File: src/rtl/rj_loader.sv
// rj_loader: write sequencer for the MSDAP rj memory.
//   Deserializes 16-bit MSB-first words from the serial line and writes them to consecutive
//   rj addresses. It also runs a clear sweep that zeroes every location. Each memory access uses
//   a request/release handshake on mem_en/mem_w_done, and each wait is bounded by a timeout.
// Parameters:
//   WORDS     words per load or clear sequence (1..16); the last address is WORDS-1
//   WAIT_MAX  cycles allowed for mem_w_done to rise (request) or fall (release)
// Ports:
//   sclk, reset_n              clock, asynchronous active-low reset
//   load_start, clear_start    one-cycle start requests, accepted only when idle
//   frame, data_bit            serial word strobe (high with bit 15) and data
//   mem_w_done                 write-done flag from the memory
//   mem_en, mem_wr             memory request, write-select
//   mem_cntrl_rst              zero the addressed location
//   mem_wr_addr, mem_data      target address and write data
//   busy, done, err            status: not idle, sequence complete, sticky error
module rj_loader #(
   parameter int unsigned WORDS    = 16,
   parameter int unsigned WAIT_MAX = 15
) (
   input  logic        sclk,
   input  logic        reset_n,
   input  logic        load_start,
   input  logic        clear_start,
   input  logic        frame,
   input  logic        data_bit,
   input  logic        mem_w_done,
   output logic        mem_en,
   output logic        mem_wr,
   output logic        mem_cntrl_rst,
   output logic [3:0]  mem_wr_addr,
   output logic [15:0] mem_data,
   output logic        busy,
   output logic        done,
   output logic        err
);

   // Timer runs 0..WAIT_MAX-1; the wait expires on the cycle it would reach WAIT_MAX.
   localparam int unsigned TimerW   = (WAIT_MAX > 1) ? $clog2(WAIT_MAX) : 1;
   localparam logic [TimerW-1:0] TmoLast = TimerW'(WAIT_MAX - 1);
   localparam logic [3:0]        LastAddr = 4'(WORDS - 1);

   typedef enum logic [2:0] {
      StIdle, StLoadRx, StWrReq, StWrRel, StClrReq, StClrRel
   } state_e;

   state_e            state_q, state_d;
   logic [3:0]        addr_q, addr_d;
   logic [TimerW-1:0] timer_q, timer_d;
   logic              done_q, done_d;
   logic              err_q, err_d;
   logic [14:0]       shift_q, shift_d;
   logic [3:0]        bit_cnt_q, bit_cnt_d;   // bits still expected; 0 = not receiving
   logic [15:0]       hold_q, hold_d;
   logic              full_q, full_d;

   logic        start, abort, full_clr, rx_err, rx_on, tmo;
   logic [15:0] word;

   assign tmo   = (timer_q == TmoLast);
   assign rx_on = (state_q == StLoadRx) || (state_q == StWrReq) || (state_q == StWrRel);

   // Sequencer: handshake, address walk and timeout.
   always_comb begin
      state_d  = state_q;
      addr_d   = addr_q;
      timer_d  = '0;
      done_d   = done_q;
      start    = 1'b0;
      abort    = 1'b0;
      full_clr = 1'b0;
      unique case (state_q)
         StIdle: begin
            if (clear_start) begin
               state_d = StClrReq;
               start   = 1'b1;
            end else if (load_start) begin
               state_d = StLoadRx;
               start   = 1'b1;
            end
         end
         StLoadRx: begin
            if (full_q) state_d = StWrReq;
         end
         StWrReq, StClrReq: begin
            if (mem_w_done) begin
               state_d  = (state_q == StWrReq) ? StWrRel : StClrRel;
               full_clr = (state_q == StWrReq);
            end else if (tmo) begin
               abort = 1'b1;
            end else begin
               timer_d = timer_q + TimerW'(1);
            end
         end
         StWrRel, StClrRel: begin
            if (!mem_w_done) begin
               if (addr_q == LastAddr) begin
                  state_d = StIdle;
                  done_d  = 1'b1;
               end else begin
                  state_d = (state_q == StWrRel) ? StLoadRx : StClrReq;
                  addr_d  = addr_q + 4'd1;
               end
            end else if (tmo) begin
               abort = 1'b1;
            end else begin
               timer_d = timer_q + TimerW'(1);
            end
         end
         default: state_d = StIdle;
      endcase
      if (start) done_d = 1'b0;
      if (abort) begin
         state_d = StIdle;
         done_d  = 1'b0;
      end
      // Idle always parks at address 0 so a new sequence (or an abort) starts clean.
      if (state_d == StIdle) addr_d = '0;
   end

   // Deserializer feeding the single-entry holding register.
   always_comb begin
      shift_d   = shift_q;
      bit_cnt_d = bit_cnt_q;
      hold_d    = hold_q;
      full_d    = full_q & ~full_clr;
      rx_err    = 1'b0;
      word      = {shift_q, data_bit};
      if (!rx_on) begin
         bit_cnt_d = '0;
         full_d    = 1'b0;
      end else if (frame) begin
         // A frame inside a word discards the partial word and restarts on this one.
         rx_err    = (bit_cnt_q != 4'd0);
         shift_d   = {14'd0, data_bit};
         bit_cnt_d = 4'd15;
      end else if (bit_cnt_q != 4'd0) begin
         shift_d   = word[14:0];
         bit_cnt_d = bit_cnt_q - 4'd1;
         if (bit_cnt_q == 4'd1) begin
            // A word released in this same cycle frees the slot, so it is not an overrun.
            if (full_d) begin
               rx_err = 1'b1;
            end else begin
               hold_d = word;
               full_d = 1'b1;
            end
         end
      end
   end

   always_comb begin
      err_d = start ? 1'b0 : err_q;
      if (abort || rx_err) err_d = 1'b1;
   end

   always_ff @(posedge sclk or negedge reset_n) begin
      if (!reset_n) begin
         state_q   <= StIdle;
         addr_q    <= '0;
         timer_q   <= '0;
         done_q    <= 1'b0;
         err_q     <= 1'b0;
         shift_q   <= '0;
         bit_cnt_q <= '0;
         hold_q    <= '0;
         full_q    <= 1'b0;
      end else begin
         state_q   <= state_d;
         addr_q    <= addr_d;
         timer_q   <= timer_d;
         done_q    <= done_d;
         err_q     <= err_d;
         shift_q   <= shift_d;
         bit_cnt_q <= bit_cnt_d;
         hold_q    <= hold_d;
         full_q    <= full_d;
      end
   end

   // Memory outputs decode straight from registered state, so they never glitch.
   assign mem_en        = (state_q == StWrReq) || (state_q == StClrReq);
   assign mem_wr        = (state_q == StWrReq);
   assign mem_cntrl_rst = (state_q == StClrReq);
   assign mem_wr_addr   = addr_q;
   assign mem_data      = mem_wr ? hold_q : 16'd0;
   assign busy          = (state_q != StIdle);
   assign done          = done_q;
   assign err           = err_q;

endmodule

File: config.mk
export PLATFORM = sky130hd
export DESIGN_NAME = rj_loader
export DESIGN_NICKNAME = d
export VERILOG_FILES = /design/src/rtl/rj_loader.sv
export SDC_FILE = /design/constraint.sdc
export NUM_CORES = 1
export LEC_CHECK = 0
export CAP_MARGIN = 20
export CORE_ASPECT_RATIO = 0.5
export CORE_UTILIZATION = 49
export CTS_CLUSTER_SIZE = 25
export DETAILED_ROUTE_END_ITERATION = 16
export GPL_ROUTABILITY_DRIVEN = 0
export PLACE_DENSITY = 0.76
export SETUP_SLACK_MARGIN = 0.02
export SYNTH_ARGS = -nofsm -noshare
export SYNTH_HDL_FRONTEND = slang
export SYNTH_SLANG_ARGS = --single-unit
export TNS_END_PERCENT = 1
File: constraint.sdc
create_clock -name sclk -period 2.1 [get_ports sclk]
set_input_delay 0.63 -clock sclk [delete_from_list [all_inputs] [get_ports sclk]]
set_output_delay 0.63 -clock sclk [all_outputs]
set_load 0.01 [all_outputs]
## Yosys cells after proc, flatten, opt, wreduce, memory -nomap -nowiden

Index checks and enable logic that the tools add are counted.

- Flip-flop bits (word level): 49
- Input bits: 7
- Output and inout port bits: 26

- $add $sub $neg: 3
- Eq/ne operators: 12
- Mux-type cells: 49
- Bitwise gates (word level): 4
- Reduce and logical (&&, ||, !) cells: 19

Operator list:

| kind | count |
|---|---|
| 2-to-1 mux 4 bit | 10 |
| 2-to-1 mux 15 bit | 2 |
| 2-to-1 mux 3 bit | 9 |
| 2-to-1 mux 1 bit | 24 |
| 2-to-1 mux 16 bit | 1 |
| one-hot mux 3 bit (4 select lines) | 1 |
| nonzero test 3 bit | 3 |
| adder 4 x 1 -> 4 bit (second input constant) | 2 |
| == test 4 bit (second input constant) | 2 |
| one-hot mux 4 bit (2 select lines) | 1 |
| == test 3 x 2 -> 1 bit (second input constant) | 2 |
| == test 3 bit (second input constant) | 2 |
| zero test 3 bit | 2 |
| AND reduction 3 bit | 2 |
| nonzero test 2 bit | 3 |
| AND reduction 5 bit | 1 |
| == test 4 x 1 -> 1 bit (second input constant) | 1 |
| logical OR 1 bit | 4 |
| != test 2 x 1 -> 1 bit (second input constant) | 2 |
| nonzero test 4 bit | 1 |
| OR reduction 2 bit | 2 |
| subtractor 4 x 1 -> 4 bit (second input constant) | 1 |
| == test 3 x 1 -> 1 bit (second input constant) | 1 |
| != test 3 x 1 -> 1 bit (second input constant) | 1 |
| other kinds (5) | 7 |

## Logic depth before layout (Yosys ltp)

Gate-level depths: netlist of run 1.

- Depth after elaboration: 12
- Mapped depth: 10
- Mapped depth without buffers: 7

## Worst setup path before layout of run 1

OpenSTA, ideal clock, no wires.

- Path type: flip-flop to flip-flop
- Start: reg bit_cnt_q[0]
- End: reg hold_q[10]
- Arrival: 1.958 ns
- Data required time: 1.975 ns
- Slack: 0.017 ns
- Stages on the path, launching flop included: 11
- Path buffers: 3
- Cell sequence: dfrtp_1 > inv_1 > ha_1 > inv_1 > or3_4 > buf_6 > nand2_4 > and3b_1 > buf_6 > buf_12 > mux2_4

- Cells in the longest elaborated chain, start to end: 2
- Elaborated cells on any way between the ends: 3

RTL lines:

| what | RTL line | RTL |
|---|---|---|
| from (decl) | 53 | `logic [3:0] bit_cnt_q, bit_cnt_d;` |
| from (signal assigned) | 175 | `bit_cnt_q <= bit_cnt_d;` |
| == test 4 x 1 -> 1 bit / nonzero test 4 bit (equally long branches) | 140, 137 |  |
| AND reduction 5 bit (no line) * | -- |  |
| to (signal assigned) | 176 | `hold_q <= hold_d;` |
| to (decl) | 54 | `logic [15:0] hold_q, hold_d;` |

Mark *: on every way between the ends. The rest lies on a longest branch, timed or not.
A chain may end at the register's enable or synchronous reset.

## Worst setup path after layout of run 1

- Start: reg state_q[2]
- End: out mem_data[8]

- Cells in the longest elaborated chain, start to end: 2

RTL lines:

| what | RTL line | RTL |
|---|---|---|
| from (decl) | 47 | `state_e state_q, state_d;` |
| from (signal assigned) | 159 | `state_q <= StIdle;` |
| from (signal assigned) | 169 | `state_q <= state_d;` |
| == test 3 x 2 -> 1 bit | 183 | `assign mem_wr = (state_q == StWrReq);` |
| 2-to-1 mux 16 bit | 186 | `assign mem_data = mem_wr ? hold_q : 16'd0;` |
| to (decl) | 32 | `output logic [15:0] mem_data,` |

Every way passes these cells.

==> run_results.csv, run 1 <==
group,metric,value,unit
placed_design,place_ws,-0.264,ns
logic_synthesis,synth_top_area_share,52.3,%
detailed_routing,route.detailed.drc,0,
setup_path,worstPathArrival,1.61,ns
logic_synthesis,ys_ff_latch,49,
logic_synthesis,synth_nets,217,
detailed_routing,ant_nets,0,
run_status,status,"complete, but fails checks",
global_routing,grt_max_degree,50,
hold_path,hp-class,"primary input to async pin",
flow_run,maxCapViolCount,0,
logic_synthesis,synth_commonest_cells,"dfrtp_1 (49), nor2_1 (23), and2_1 (19)",
logic_synthesis,synthTopCellsByArea,"dfrtp_1 (52%), mux2_4 (6.4%), a22o_1 (5.2%)",
logic_synthesis,syn_area,2340,um2
sta,tightest_slew,0.613,ns
global_routing,grt_usage,19.6,%
placed_design,portBuffers,32,
global_routing,grt_pass1_wl,7390,um
sta,worst_slack,-0.140,ns
logic_synthesis,synth-seq-area-share,52.3,%
clocking,cts_buffers,5,
finish,drive_above_1_share,36.7,%
finish,final_cells,333,
detailed_routing,vias_per_cell,5.07,
logic_synthesis,synth_cell_types,39,
detailed_routing,wirelength,4620,um
logic_synthesis,yosysTopAreaCell,"dfrtp_1",
placed_design,dp_cells,313,
setup_path,rrSetupSlack,0.04,ns
clocking,clk_path_buf_depth,2,
finish,postLayoutCoreUtil,67.8,%
placed_design,place_area,2830,um2
setup_path,cpMostUsedCell,"buf_6",
finish,final_cell_area,3040,um2
floorplanning,die_w,99.8,um
detailed_routing,route.detailed.wl_per_inst,13.9,um
floorplanning,coreArea,4490,um2
setup_path,max_stage_delay,0.42,ns
setup_path,r2r-start,"state_q[2]",
pwr,total_power,2.25,mW
sta,rsz0062_at_grt,"true",
floorplanning,initial_core_util,52.2,%
setup_path,crit_path_cell_trace,"nor3b_4 -> buf_2 -> buf_6 -> buf_6 -> and2_4 -> buf_6",
sta,fin_crit_sh,107,%
floorplanning,num_io_pins,33,
global_routing,antenna_found_initial,0,
finish,area_growth,29.8,%
global_routing,grt_pass1_vias,1616,
run_status,violations,"setup timing",
pwr,power.leakage,1.49,nW
floorplanning,rows,17,
pwr,max-vdd-ir-drop,0.000533,V
setup_path,path_buf_inv,4,
floorplanning,die-height,50.9,um
global_routing,overflow,0,
clocking,root_buffer,"clkbuf_8",
detailed_routing,vias,1688,
sta,fin_hold_ws,0.397,ns
detailed_routing,drt_pass1_iterations,4,
setup_path,cp-end-kind,"output port",
logic_synthesis,yosys_warnings,0,
setup_path,worst_setup_path_start_kind,"register",
clocking,clk_pin_slew,0.09,ns
sta,max_freq,447,MHz
clocking,cts_tree,"yes",
logic_synthesis,synth_edf_count,0,
setup_path,critical_path_required,1.47,ns
sta,period_minus_slack,2.24,ns
logic_synthesis,synth_most_common_cell,"dfrtp_1",
finish,nNetsFinal,278,
setup_path,r2r-end,"hold_q[0]",
clocking,clk_latency,0.31,ns
sta,fin_setup_tns,-1.22,ns
setup_path,slowest_stage,"dfrtp_1",
finish,antennaDiodeCount,0,
sta,slew_headroom,59.1,%
logic_synthesis,syn_inst,205,
clocking,htreeDepth,2,
setup_path,crit_fanout,4,
pwr,pwr_density_cell,740,nW/um2
logic_synthesis,async_reset_ff_share,100,%
setup_path,crit_family,"buffers and inverters",
setup_path,r2r.worst_path.cells,9,
logic_synthesis,ys.flop_type,"dfrtp_1",
clocking,clock-sinks,49,
sta,hold_viol,0,
sta,fin_worst_skew,0.00681,ns
setup_path,crit_type,"register to output port",
placed_design,post-dp-hpwl,2980,um
sta,setup_viol,15,
sta,maxSlewViolCount,0,
finish,fill_cells,330,
logic_synthesis,avgSynthCellArea,11.4,um2
floorplanning,die-area,5080,um2
detailed_routing,drt_iter0_drc,60,
-- metal layers --
| metal | up-vias | global-route usage (%) | wire (um) |
|---|---|---|---|
| met5 | - | 0 | 0 |
| met4 | 0 | 9.31 | 90 |
| met3 | 9 | 4.38 | 157 |
| met2 | 28 | 32.1 | 2150 |
| met1 | 822 | 25.2 | 2220 |
| li1 | 829 | - | - |
-- sequential cells by signal, indices dropped and copies added, names as in the netlist --
register	cells
full_q	1
state_q	3
bit_cnt_q	4
shift_q	15
err	1
timer_q	4
hold_q	16
mem_wr_addr	4
done	1
-- worst register-to-register path, stage by stage, from the launching register on --
cell,delay [ns]
dfrtp_1,0.42
nor3b_4,0.31
buf_4,0.17
buf_4,0.10
buf_4,0.10
nand2_2,0.07
nand2_2,0.09
and3b_2,0.22
buf_6,0.15
mux2_2,0.33
-- placed cells by master, fill, tap and decap left out, types with 2 or more instances in the layout --
master / Yosys / routed
and2_4: 0 / 4
clkbuf_8: 0 / 5
buf_2: 4 / 14
nor2_2: 0 / 2
nand3_1: 5 / 5
or2_2: 2 / 2
nand2_1: 7 / 5
inv_1: 5 / 3
ha_1: 5 / 4
inv_2: 0 / 2
or3_4: 1 / 2
xor2_1: 4 / 4
mux2_2: 7 / 4
buf_4: 0 / 23
clkdlybuf4s50_1: 0 / 11
nor2_1: 23 / 21
o21ai_0: 2 / 2
nand2_2: 0 / 2
mux2_4: 10 / 13
a21oi_1: 8 / 8
dfrtp_1: 49 / 49
xnor2_1: 4 / 4
or3b_2: 2 / 2
nand2b_1: 5 / 5
nor3_1: 5 / 5
buf_6: 2 / 15
a22o_1: 14 / 14
and2_1: 19 / 15
-- logic make-up (layout without fill, tap and decap cells) --
family	count (synthesis)	in the layout	synth area share, %
mux	18	18	10.2
buf+inv	16	78	4.11
flops	49	49	52.3
compound gates	31	31	9.55
fa+ha+maj	5	5	2.67
xor+xnor	8	8	2.99
simple gates	78	78	18.2
-- power breakdown --
group	switching, mW	total (mW)	internal [mW]
Combinational	0.196	0.473	0.277
Clock	0.342	0.583	0.241
Sequential	0.117	1.20	1.08
-- how the worst max path moves through the flow --
| stage | start | end | cells past startpoint |
|---|---|---|---|
| after floorplan | state_q[0] | mem_data[10] | 5 |
| after global placement | clear_start | mem_wr_addr[1] | 7 |
| after detailed placement | frame | hold_q[15] | 5 |
| after CTS | state_q[0] | mem_data[1] | 6 |
| after global routing | state_q[2] | mem_data[8] | 6 |
| final | state_q[2] | mem_data[8] | 6 |
-- final cells by class --
cell class	instances	area (um2)	share of cell area, %
sequential	49	1230	40.3
multi-input combinational	140	1070	35.3
timing repair buffer	65	547	18.0
tap	66	82.6	2.71
clock buffer	5	68.8	2.26
clock inverter	3	25.0	0.822
inverter	5	18.8	0.617
-- what timing repair did --
action,CTS,global route
pin swaps,13,5
gates resized for setup,91,22
setup endpoints to repair,20,54
hold buffers,0,0
buffers inserted,10,2
gates cloned,2,0
No activity file was read; power rests on OpenSTA's default activity.
==> run 2: changes to the inputs <==
--- a/config.mk
+++ b/config.mk
@@ -8,6 +8,7 @@
 export CAP_MARGIN = 20
 export CORE_ASPECT_RATIO = 0.5
 export CORE_UTILIZATION = 49
+export CTS_CLUSTER_DIAMETER = 50
 export CTS_CLUSTER_SIZE = 25
 export DETAILED_ROUTE_END_ITERATION = 16
 export GPL_ROUTABILITY_DRIVEN = 0
==> results of run 2 <==
No change in the layout: final DEF, timing and power equal those of run 1.
==> run 3: changes to the inputs <==
--- a/config.mk
+++ b/config.mk
@@ -5,6 +5,7 @@
 export SDC_FILE = /design/constraint.sdc
 export NUM_CORES = 1
 export LEC_CHECK = 0
+export ABC_AREA = 1
 export CAP_MARGIN = 20
 export CORE_ASPECT_RATIO = 0.5
 export CORE_UTILIZATION = 49
==> run 3 against run 2 <==
Routed wire length increased by 6.8%. Final area down 5.6%. Clock skew grew 0.0064 ns. Global-route usage rose by 1.4 points. Clock power up 20%. The run now ends clean. Register-to-register slack improved by 0.18 ns. Highest routed layer unchanged. Via count grew 14%. Flip-flop and latch count unchanged. Critical path type unchanged. Sequential share of layout area grew 2.5 points. Core utilization decreased by 4.1 points. Sequential power up 18%.
==> run_results.csv, run 3 <==
group,metric,value,unit
finish,final_cell_area,2870,um2
logic_synthesis,synthTopCellsByArea,"dfrtp_1 (52%), inv_1 (8.8%), nand2_1 (7.3%)",
sta,tightest_slew,0.599,ns
finish,final_common_cell,"inv_1",
setup_path,slowest_stage,"dfrtp_2",
global_routing,overflow,0,
logic_synthesis,synthMuxAreaShare,0,%
pwr,max-vdd-ir-drop,0.000466,V
setup_path,crit_fanout,22,
setup_path,worstPathArrival,1.38,ns
floorplanning,die-area,5100,um2
detailed_routing,drt_iter0_drc,72,
sta,maxSlewViolCount,0,
pwr,p_seq_share,40.5,%
logic_synthesis,async_reset_ff_share,100,%
finish,antennaDiodeCount,0,
finish,fill_cells,405,
setup_path,crit_type,"register to output port",
clocking,cts_hold_buf,0,
global_routing,grt_pass1_wl,8050,um
logic_synthesis,synth_top_area_share,52.1,%
global_routing,grt_pass1_vias,1803,
clocking,root_buffer,"clkbuf_8",
logic_synthesis,yosysTopAreaCell,"dfrtp_1",
detailed_routing,wirelength,4930,um
floorplanning,die-height,51.0,um
setup_path,max_stage_delay,0.45,ns
sta,setup_viol,0,
sta,fin_worst_skew,0.0132,ns
setup_path,crit_path_cell_trace,"inv_2 -> nand3_2 -> buf_12 -> nand2_1 -> clkdlybuf4s15_1",
sta,fin_crit_sh,95.9,%
finish,largest_reg_flops,16,
clocking,clk_path_buf_depth,2,
placed_design,portBuffers,32,
sta,period_minus_slack,2.01,ns
setup_path,critical_path_required,1.47,ns
finish,nNetsFinal,330,
logic_synthesis,avgSynthCellArea,8.52,um2
clocking,htreeDepth,2,
setup_path,worst_setup_path_start_kind,"register",
setup_path,crit_family,"buffers and inverters",
logic_synthesis,synth_cell_types,28,
setup_path,path_buf_inv,3,
logic_synthesis,syn_area,2350,um2
clocking,cts_buffers,5,
finish,reg_top3,"hold_q (16), shift_q (15)",
pwr,p_sw_share,38.6,%
run_status,status,"finished, final reports clean",
pwr,pwr_density_cell,1220,nW/um2
sta,rsz0062_at_grt,"false",
detailed_routing,vias,1927,
logic_synthesis,syn_inst,276,
logic_synthesis,synth_xor_area_share,1.86,%
clocking,clock-sinks,49,
hold_path,hp-class,"primary input to async pin",
clocking,clk_latency,0.31,ns
global_routing,grt_usage,21.0,%
logic_synthesis,synth_top_family_by_area,"simple AND/OR/NAND/NOR gates",
logic_synthesis,synth_simple_gate_area_share,19.6,%
flow_run,maxCapViolCount,0,
pwr,p_clk_share,20.0,%
pwr,power.leakage,1.43,nW
floorplanning,rows,17,
detailed_routing,route.detailed.wl_per_inst,12.8,um
sta,max_freq,497,MHz
floorplanning,num_io_pins,33,
pwr,p_int,2.15,mW
logic_synthesis,ys.flop_type,"dfrtp_1",
finish,drive_above_1_share,19.1,%
floorplanning,initial_core_util,52.2,%
finish,final_cell_mix,"inv_1 (53), dfrtp_1 (47), nand2_1 (45)",
placed_design,place_area,2800,um2
setup_path,cp-end-kind,"output port",
logic_synthesis,synth_commonest_cells,"inv_1 (55), dfrtp_1 (49), nand2_1 (46)",
pwr,power_frac_comb,39.5,%
detailed_routing,vias_per_cell,5.01,
logic_synthesis,synth-adder-area-share,2.66,%
logic_synthesis,ys_ff_latch,49,
detailed_routing,ant_nets,0,
floorplanning,coreArea,4510,um2
pwr,power_switching,1.35,mW
logic_synthesis,yosys_warnings,0,
finish,top_register,"hold_q",
global_routing,grt_max_degree,50,
logic_synthesis,synth_edf_count,0,
logic_synthesis,synth-seq-area-share,52.1,%
placed_design,post-dp-hpwl,3350,um
global_routing,antenna_found_initial,0,
detailed_routing,route.detailed.drc,0,
clocking,clk_pin_slew,0.08,ns
logic_synthesis,synth_nets,288,
sta,slew_headroom,60.0,%
detailed_routing,drt_pass1_iterations,4,
finish,area_growth,22.2,%
logic_synthesis,synth_most_common_cell,"inv_1",
floorplanning,die_w,100,um
sta,fin_setup_tns,0,ns
pwr,total_power,3.50,mW
logic_synthesis,synth_compound_gate_area_share,11.9,%
sta,hold_viol,0,
clocking,cts_tree,"yes",
run 3: cells by family (layout without fill, tap and decap cells):
logic type | count (synthesis) | in the layout
fa+ha+maj | 5 | 5
simple gates | 100 | 100
xor+xnor | 5 | 5
flops | 49 | 49
compound gates | 49 | 49
buf+inv | 68 | 111
run 3: final cells by class:
class                      instances  area [um2]  share of cell area, %
clock inverter                     3        47.5                   1.65
timing repair buffer              43         360                   12.5
tap                               66        82.6                   2.87
sequential                        49        1230                   42.8
multi-input combinational        159         861                   30.0
inverter                          60         225                   7.84
clock buffer                       5        68.8                   2.39
run 3: path summary, 6_finish.rpt:
kind | end | slack [ns] | cells past startpoint | start
min in group sclk | hold_q[4] | 0.50 | 2 | hold_q[4]
min | state_q[1] | 0.41 | 2 | reset_n
min reg2reg | hold_q[4] | 0.50 | 2 | hold_q[4]
max reg2reg | bit_cnt_q[0] | 0.22 | 10 | bit_cnt_q[0]
max in group asynchronous | state_q[0] | 1.26 | 2 | reset_n
max | mem_en | 0.09 | 5 | state_q[0]
run 3: layer usage:
metal	track usage, %	share of wire [%]	vias up
li1	-	-	947
met1	25.4	45	929
met2	36.9	49	39
met3	4.92	3.5	12
met4	8.94	2.1	0
met5	0	0	-
run 3: worst register-to-register path, cell delays in order (launching register included):
cell and delay, ns:
dfrtp_1 0.41, inv_1 0.12, ha_1 0.16, inv_1 0.06, or2_1 0.23, nor2_2 0.16, nand2_1 0.07, nand2_1 0.10
inv_2 0.14, o21ai_0 0.14, o21ai_0 0.16
run 3: power by group through the flow:
stage	registers (mW)	clock network [mW]	logic, mW
final	1.42	0.701	1.38
after global routing	1.45	0.755	1.54
after CTS	1.41	0.713	1.36
after detailed placement	1.42	0	1.34
after global placement	1.41	0	1.27
after floorplan	1.41	0	0.904
run 3: timing repair:
item                                    4_1_cts  5_1_grt
pin swaps                                     0        1
endpoints found under the setup margin       20       20
buffers inserted                              0        2
gates resized for setup                      52       23
run 3: per-stage QoR:
stage | setup slack (ns) | hold slack, ns | util [%] | std cells
after global placement | 0.0667 | 0.474 | 62.2 | 375
after floorplan | 0.307 | 0.334 | - | 276
after CTS | -0.171 | 0.422 | 65.1 | 383
after global routing | 0.0218 | 0.457 | 63.7 | 385
final | 0.0860 | 0.405 | 63.7 | 385
after detailed placement | -0.00866 | 0.479 | 62.2 | 375
